==> config.mk <==
export PLATFORM = sky130hd
export DESIGN_NAME = fifo_word_packer
export DESIGN_NICKNAME = d
export VERILOG_FILES = /design/src/rtl/fifo_pack_pkg.sv /design/src/rtl/stream_out_reg.sv /design/src/rtl/fifo_word_packer.sv
export SDC_FILE = /design/constraint.sdc
export NUM_CORES = 1
export LEC_CHECK = 0
export CAP_MARGIN = 20
export CELL_PAD_IN_SITES_DETAIL_PLACEMENT = 0
export CELL_PAD_IN_SITES_GLOBAL_PLACEMENT = 2
export CORE_AREA = 3 3 102 104
export DETAILED_ROUTE_END_ITERATION = 7
export DIE_AREA = 0 0 105 107
export PLACE_DENSITY = 0.83
export SETUP_SLACK_MARGIN = 0.1
export SYNTH_ARGS = -nofsm -noshare
export SYNTH_HDL_FRONTEND = slang
export SYNTH_SLANG_ARGS = --single-unit
==> constraint.sdc <==
create_clock -name clk_i -period 3.8 [get_ports clk_i]
set_clock_uncertainty 0.15 [all_clocks]
set_input_delay 0.38 -clock clk_i [delete_from_list [all_inputs] [get_ports clk_i]]
set_output_delay 0.38 -clock clk_i [all_outputs]
set_load 0.01 [all_outputs]
==> src/rtl/fifo_pack_pkg.sv <==
// rtl/fifo_pack_pkg.sv - sizing and lane helpers shared by the FIFO word packer
package fifo_pack_pkg;

    localparam int DEF_DATA_W = 8;
    localparam int DEF_PACK_N = 4;
    localparam int KEEP_MAX_W = 32;

    function automatic int cnt_w(input int pack_n);
        return $clog2(pack_n + 1);
    endfunction

    // Lanes below cnt are valid; callers truncate to their own PACK_N.
    function automatic logic [KEEP_MAX_W-1:0] keep_from_cnt(input int cnt);
        return (KEEP_MAX_W'(1) << cnt) - KEEP_MAX_W'(1);
    endfunction

    function automatic int lane_lsb(input int lane, input int data_w);
        return lane * data_w;
    endfunction

endpackage

==> src/rtl/stream_out_reg.sv <==
// rtl/stream_out_reg.sv - single-entry valid/ready holding register for packed words
module stream_out_reg #(
    parameter int DATA_W = 32,
    parameter int KEEP_W = 4
) (
    input  logic              clk_i,
    input  logic              rst_i,
    input  logic              load_i,
    input  logic [DATA_W-1:0] data_i,
    input  logic [KEEP_W-1:0] keep_i,
    input  logic              last_i,
    output logic              can_load_o,
    output logic              valid_o,
    input  logic              ready_i,
    output logic [DATA_W-1:0] data_o,
    output logic [KEEP_W-1:0] keep_o,
    output logic              last_o
);

    // Free this cycle if empty or being drained, so load and accept can overlap.
    assign can_load_o = !valid_o || ready_i;

    always_ff @(posedge clk_i) begin
        if (rst_i) begin
            valid_o <= 1'b0;
            data_o  <= '0;
            keep_o  <= '0;
            last_o  <= 1'b0;
        end else if (load_i) begin
            valid_o <= 1'b1;
            data_o  <= data_i;
            keep_o  <= keep_i;
            last_o  <= last_i;
        end else if (ready_i) begin
            valid_o <= 1'b0;
        end
    end

endmodule

==> src/rtl/fifo_word_packer.sv <==
// rtl/fifo_word_packer.sv - packs PACK_N FIFO entries per output word, with flush of partial words
module fifo_word_packer
    import fifo_pack_pkg::*;
#(
    parameter int DATA_W = DEF_DATA_W,
    parameter int PACK_N = DEF_PACK_N
) (
    input  logic                     clk_i,
    input  logic                     rst_i,
    input  logic                     fifo_empty_i,
    output logic                     fifo_rd_en_o,
    input  logic [DATA_W-1:0]        fifo_rd_data_i,
    input  logic                     flush_i,
    output logic                     m_valid_o,
    input  logic                     m_ready_i,
    output logic [DATA_W*PACK_N-1:0] m_data_o,
    output logic [PACK_N-1:0]        m_keep_o,
    output logic                     m_last_o,
    output logic                     busy_o
);

    localparam int WORD_W = DATA_W * PACK_N;
    localparam int CNT_W  = cnt_w(PACK_N);
    localparam logic [CNT_W-1:0] CNT_FULL = CNT_W'(PACK_N);

    logic [CNT_W-1:0]  cnt;
    logic [CNT_W-1:0]  cnt_eff;
    logic [CNT_W-1:0]  fill;
    logic              rd_pend;
    logic              flush_pend;
    logic [WORD_W-1:0] acc;
    logic [WORD_W-1:0] acc_n;
    logic [PACK_N-1:0] keep;
    logic              want;
    logic              can_load;
    logic              xfer;
    logic              xfer_last;
    logic              flush_done;
    int                lane_base;

    assign want       = (cnt == CNT_FULL) || (flush_pend && !rd_pend && (cnt != '0));
    assign xfer       = want && can_load;
    assign xfer_last  = flush_pend && !rd_pend;
    assign flush_done = xfer_last && ((cnt == '0) || xfer);
    assign cnt_eff    = xfer ? '0 : cnt;
    assign fill       = cnt_eff + CNT_W'(rd_pend);
    assign keep       = PACK_N'(keep_from_cnt(int'(cnt)));
    assign lane_base  = lane_lsb(int'(cnt_eff), DATA_W);
    assign busy_o     = (cnt != '0) || rd_pend || flush_pend;

    // A pop that will land on a full accumulator is only issued when the
    // output register is certain to take that word on the landing edge.
    assign fifo_rd_en_o = !rst_i && !fifo_empty_i && !flush_pend &&
                          ((fill < CNT_FULL) ||
                           ((fill == CNT_FULL) && !xfer && can_load));

    always_comb begin
        acc_n = xfer ? '0 : acc;
        if (rd_pend) begin
            acc_n[lane_base +: DATA_W] = fifo_rd_data_i;
        end
    end

    always_ff @(posedge clk_i) begin
        if (rst_i) begin
            cnt        <= '0;
            rd_pend    <= 1'b0;
            flush_pend <= 1'b0;
            acc        <= '0;
        end else begin
            cnt     <= fill;
            rd_pend <= fifo_rd_en_o;
            acc     <= acc_n;
            if (flush_pend) begin
                flush_pend <= !flush_done;
            end else begin
                flush_pend <= flush_i;
            end
        end
    end

    stream_out_reg #(
        .DATA_W(WORD_W),
        .KEEP_W(PACK_N)
    ) u_out (
        .clk_i     (clk_i),
        .rst_i     (rst_i),
        .load_i    (xfer),
        .data_i    (acc),
        .keep_i    (keep),
        .last_i    (xfer_last),
        .can_load_o(can_load),
        .valid_o   (m_valid_o),
        .ready_i   (m_ready_i),
        .data_o    (m_data_o),
        .keep_o    (m_keep_o),
        .last_o    (m_last_o)
    );

endmodule

Word-level counts from Yosys, hierarchy flattened --
Index checks and enable logic that the tools add are counted.
Storage, ports and cells: register bits after elaboration 75, output and inout port bits 40
Operators by class: shift-type cells 3, reduce and logical (&&, ||, !) cells 25, magnitude comparators 1, muxes and demuxes 7, $add $sub $neg 3, eq/ne operators 2
Operators with widths (count):
- 2-to-1 mux 32 bit | 2
- negator 6 -> 33 bit | 1
- variable shift 8 x 33 -> 32 bit (first input constant) | 1
- indexed part select 8 x 33 -> 32 bit | 1
- bitwise mux 32 bit | 1
- logical AND 1 bit | 9
- zero test 1 bit | 7
- == test 3 bit (second input constant) | 2
- logical OR 1 bit | 6
- left shift 1 x 3 -> 4 bit (first input constant) | 1
- subtractor 4 x 2 -> 4 bit (second input constant) | 1
- adder 3 x 1 -> 3 bit | 1
- zero test 3 bit | 1
- less-than comparator 3 bit (second input constant) | 1
- 2-to-1 mux 1 bit | 3
- 2-to-1 mux 3 bit | 1
- nonzero test 3 bit | 1
- nonzero test 2 bit | 1

Logic depth before layout (Yosys ltp) --
word-level depth 12, gate-level depth with buffers 10, mapped depth without buffers 8

Modules after synthesis --
A second synthesis with hierarchy kept.
Second synthesis, totals: cells, all modules 295, area, all modules 2995.4 sq um
By module, submodules not included:
- fifo_word_packer | cells each 172, seq. area each 740.7 sq um, area each 1634.1 sq um, instances 1
- stream_out_reg | cells each 123, seq. area each 760.7 sq um, area each 1361.3 sq um, instances 1

Least setup slack after synthesis --
Ideal clock, no wire load.
kind register to output, start register cnt[0], end output fifo_rd_en_o, required time 3270 ps, path slack 603 ps, stages on the path, launching flop included 11, arrival 2667 ps, cell sequence dfxtp_1 or2_4 mux2i_2 or2_1 buf_4 buf_4 and2_1 ha_1 o311ai_0 o211ai_1 a2111oi_2
On the way: cells in the longest elaborated chain, start to end 11, elaborated cells on any way between the ends 14
RTL lines:
- start: declaration | line fifo_word_packer.sv:26 | logic [CNT_W-1:0] cnt;
- start signal: assignment | line fifo_word_packer.sv:71 | cnt <= fill;
- nonzero test 3 bit | line fifo_word_packer.sv:41 | assign want = (cnt == CNT_FULL) || (flush_pend && !rd_pend && (cnt != '0));
- logical AND 1 bit | line fifo_word_packer.sv:41
- logical OR 1 bit | line fifo_word_packer.sv:41
- logical AND 1 bit | line fifo_word_packer.sv:42 | assign xfer = want && can_load;
- 2-to-1 mux 3 bit * | line fifo_word_packer.sv:45 | assign cnt_eff = xfer ? '0 : cnt;
- adder 3 x 1 -> 3 bit * | line fifo_word_packer.sv:46 | assign fill = cnt_eff + CNT_W'(rd_pend);
- net fill[0] | line fifo_word_packer.sv:28 | logic [CNT_W-1:0] fill;
- parallel branches: the longest is 3 deep, another holds less-than comparator 3 bit
- logical OR 1 bit * | line fifo_word_packer.sv:54 | ((fill < CNT_FULL) ||
- logical AND 1 bit * | line fifo_word_packer.sv:53 | assign fifo_rd_en_o = !rst_i && !fifo_empty_i && !flush_pend &&
- end: declaration | line fifo_word_packer.sv:11 | output logic fifo_rd_en_o,
Mark *: on every way through the listed nets, which the timed path passes.

Final worst setup path --
start register cnt[1], end output fifo_rd_en_o
On the way: cells in the longest elaborated chain, start to end 11, elaborated cells on any way between the ends 14
RTL lines (line):
- nonzero test 3 bit | fifo_word_packer.sv:41
- logical AND 1 bit | fifo_word_packer.sv:41
- logical OR 1 bit * | fifo_word_packer.sv:41
- logical AND 1 bit * | fifo_word_packer.sv:42
- 2-to-1 mux 3 bit * | fifo_word_packer.sv:45
- adder 3 x 1 -> 3 bit * | fifo_word_packer.sv:46
- net fill[0] | fifo_word_packer.sv:28
- parallel branches: the longest is 3 deep, another holds less-than comparator 3 bit
- logical OR 1 bit * | fifo_word_packer.sv:54
- logical AND 1 bit * | fifo_word_packer.sv:53
Marked as above.

==> results.sh <==
export IMPL_cp_required_ns=3.27
export IMPL_clk_pin_slew_worst_paths_ns=0.08
export IMPL_cp_max_fo=3
export IMPL_synth_seq_area_share=0.496
export IMPL_fin_crit_sh=0.922
export IMPL_status="finished, final reports clean"
export IMPL_synth_area_leader_cell="dfxtp_1"
export IMPL_cts_tree="done"
export IMPL_path_class="flip-flop to output port"
export IMPL_place_hpwl_um=4880
export IMPL_whs_ns=0.306
export IMPL_grt_pass1_vias=2486
export IMPL_first_iter_violations=92
export IMPL_tightest_slew_ns=0.958
export IMPL_synth_top_cell_area_share=0.496
export IMPL_core_area_um2=9640
export IMPL_slowest_delay_ns=0.36
export IMPL_cts_buffer_depth=2
export IMPL_drtPass1Iterations=4
export IMPL_h_tree_depth=3
export IMPL_dieArea_um2=11200
export IMPL_cts_buffers=9
export IMPL_ir_drop_v=0.000159
export IMPL_fill_cells=976
export IMPL_routed_wirelength_um=7660
export IMPL_place_inst=476
export IMPL_rows=36
export IMPL_die_w_um=105
export IMPL_final_util=0.404
export IMPL_die_height_um=107
export IMPL_stdcell_count=493
export IMPL_vias=2484
export IMPL_yosysWarnings=0
export IMPL_diodes=0
export IMPL_hold_violations=0
export IMPL_ys_ff_latch=75
export IMPL_insertion_delay_ns=0.35
export IMPL_hold_buffers=0
export IMPL_layout_setup_ws_ns=0.298
export IMPL_gp_congestion=0.747
export IMPL_yosys_cell_count_top_type="dfxtp_1"
export IMPL_ant_nets=0
export IMPL_postSynthCellCount=310
export IMPL_critPathArrivalTime_ns=2.97
export IMPL_slew_headroom=0.360
export IMPL_powerDensity_nw_per_um2=412
export IMPL_nNetsFinal=370
export IMPL_synthToLayoutAreaGrowth_pct=28.6
export IMPL_synth_edf_count=0
export IMPL_max_freq_ghz=0.286
export IMPL_yosys_top_cells_count="dfxtp_1, nand2_1, a31o_1"
export IMPL_syn_nets=325
export IMPL_port_buffers=52
export IMPL_vias_per_cell=5.04
export IMPL_fin_crit_ns=3.50
export IMPL_drive_gt1_frac=0.117
export IMPL_start_util=0.314
export IMPL_yosysUniqueCellTypes=41
export IMPL_syn_area_per_cell_um2=9.77
export IMPL_grt_pass1_wl_um=12900
export IMPL_place_ws_ns=0.0823
export IMPL_endpoint_kind="output port"
export IMPL_antenna_found_initial=0
export IMPL_regArea_um2=1500
export IMPL_rsz0062_at_grt="no"
export IMPL_grt_ovfl_total=0
export IMPL_synth_area_um2=3030
export IMPL_drv_slew=0
export IMPL_setup_viol=0
export IMPL_drc=0
export IMPL_multi_input_area_um2=1390
export IMPL_cap_violations=0
export IMPL_synth_flop_cell="dfxtp_1"
export IMPL_synth_area_leaders="dfxtp_1, a31o_1, nor4b_1, nand2_1, nand3_1"
export IMPL_slowest_stage="a2111oi_2"
export IMPL_crit_chain="or2_4 > mux2i_4 > or2_1 > and2_1 > ha_1 > o311ai_2 > o211ai_1 > a2111oi_2 > dlygate4sd2_1"
export IMPL_cts_sinks=75
export IMPL_wire_per_inst_um=15.5
export IMPL_fin_setup_tns_ns=0
export IMPL_grt_max_degree=51
export IMPL_crit_path_start_kind="flip-flop"
export IMPL_p_leak_nw=1.29
export IMPL_root_buffer="clkbuf_8"
export IMPL_hp_class="flip-flop to flip-flop"
export IMPL_grtUsageTotal=0.144
export IMPL_async_flop_share=0
export IMPL_io_pins=53
## metrics by stage
stage	power (W)	instance area [um^2]
2_1_floorplan	0.000897	3030
3_3_place_gp	0.000949	3660
3_5_place_dp	0.000950	3660
4_1_cts	0.00162	3880
5_1_grt	0.00168	3890
6_report	0.00160	3890
## routing by layer
layer | up-vias | GRT usage | wire length [um]
li1 | 1249 | - | -
met1 | 1167 | 0.195 | 3780
met2 | 58 | 0.218 | 3360
met3 | 10 | 0.0337 | 407
met4 | 0 | 0.0675 | 104
met5 | - | 0 | 0
## flip-flops by register name, indices dropped and copies added (netlist names)
| register | flops |
|---|---|
| acc | 32 |
| u_out.data_o | 32 |
| u_out.keep_o | 4 |
| cnt | 3 |
| flush_pend | 1 |
| rd_pend | 1 |
| u_out.last_o | 1 |
| u_out.valid_o | 1 |
## worst paths after layout
check | start | to | slack (ns) | cells past startpoint
worst min register to register | acc[8]$_SDFF_PP0_ | acc[8]$_SDFF_PP0_ | 0.31 | 2
worst max register to register | cnt[1]$_SDFF_PP0_ | rd_pend$_SDFF_PP0_ | 1.10 | 9
worst max-delay path | cnt[1]$_SDFF_PP0_ | fifo_rd_en_o | 0.30 | 9
worst min-delay path | acc[8]$_SDFF_PP0_ | acc[8]$_SDFF_PP0_ | 0.31 | 2
## power by group
group / leakage [nW] / internal [W] / switching, W
registers: 0.605 / 0.000795 / 0.00000577
logic: 0.571 / 0.0000496 / 0.0000808
clock network: 0.111 / 0.000372 / 0.000301
total: 1.29 / 0.00122 / 0.000388
## worst max-delay path: cells and delay by family, from the launching register on
kind                       cells  cell delay (ns)
and+or+nand+nor                3             0.67
AOI/OAI and AO/OA              3             0.82
DFF                            1             0.31
buffers and inverters          1             0.31
muxes                          1             0.19
adders and majority gates      1             0.32
## timing repair
action                     CTS  global route
gates resized for setup      1             2
gates cloned                 0             0
setup endpoints to repair    1             1
pin swaps                    0             1
setup buffers                0             1
## cell type report
class / count / area share
repair buffers: 64 / 0.157
flip-flops and latches: 75 / 0.386
well taps: 133 / 0.0428
clock inverters: 6 / 0.0225
inverters: 3 / 0.00289
clock buffers: 10 / 0.0328
multi-input cells: 202 / 0.357
## logic make-up (layout without fill, tap and decap cells)
| kind of cell | Yosys count | in the layout | share of synthesized area |
|---|---|---|---|
| flops | 75 | 75 | 0.496 |
| xor+xnor | 2 | 2 | 0.00579 |
| compound gates | 81 | 81 | 0.214 |
| fa+ha+maj | 2 | 2 | 0.00826 |
| mux | 2 | 2 | 0.00785 |
| simple gates | 115 | 115 | 0.217 |
| buf+inv | 33 | 83 | 0.0517 |
## layout by cell type, fill, tap and decap left out, types with 3 or more instances in the layout
cell             count
a31o_2               5
dfxtp_1             75
a2111oi_2            3
or3_1                3
nor4b_1             24
nor2_1               6
buf_4               12
clkdlybuf4s50_1     51
a21oi_1             21
a31o_1              27
clkbuf_8             9
nor3_1              12
nand2_1             30
a22o_1               8
nand3_1             22
nand2b_1             3
o31ai_1              9
(Power assumes the default switching activity.)
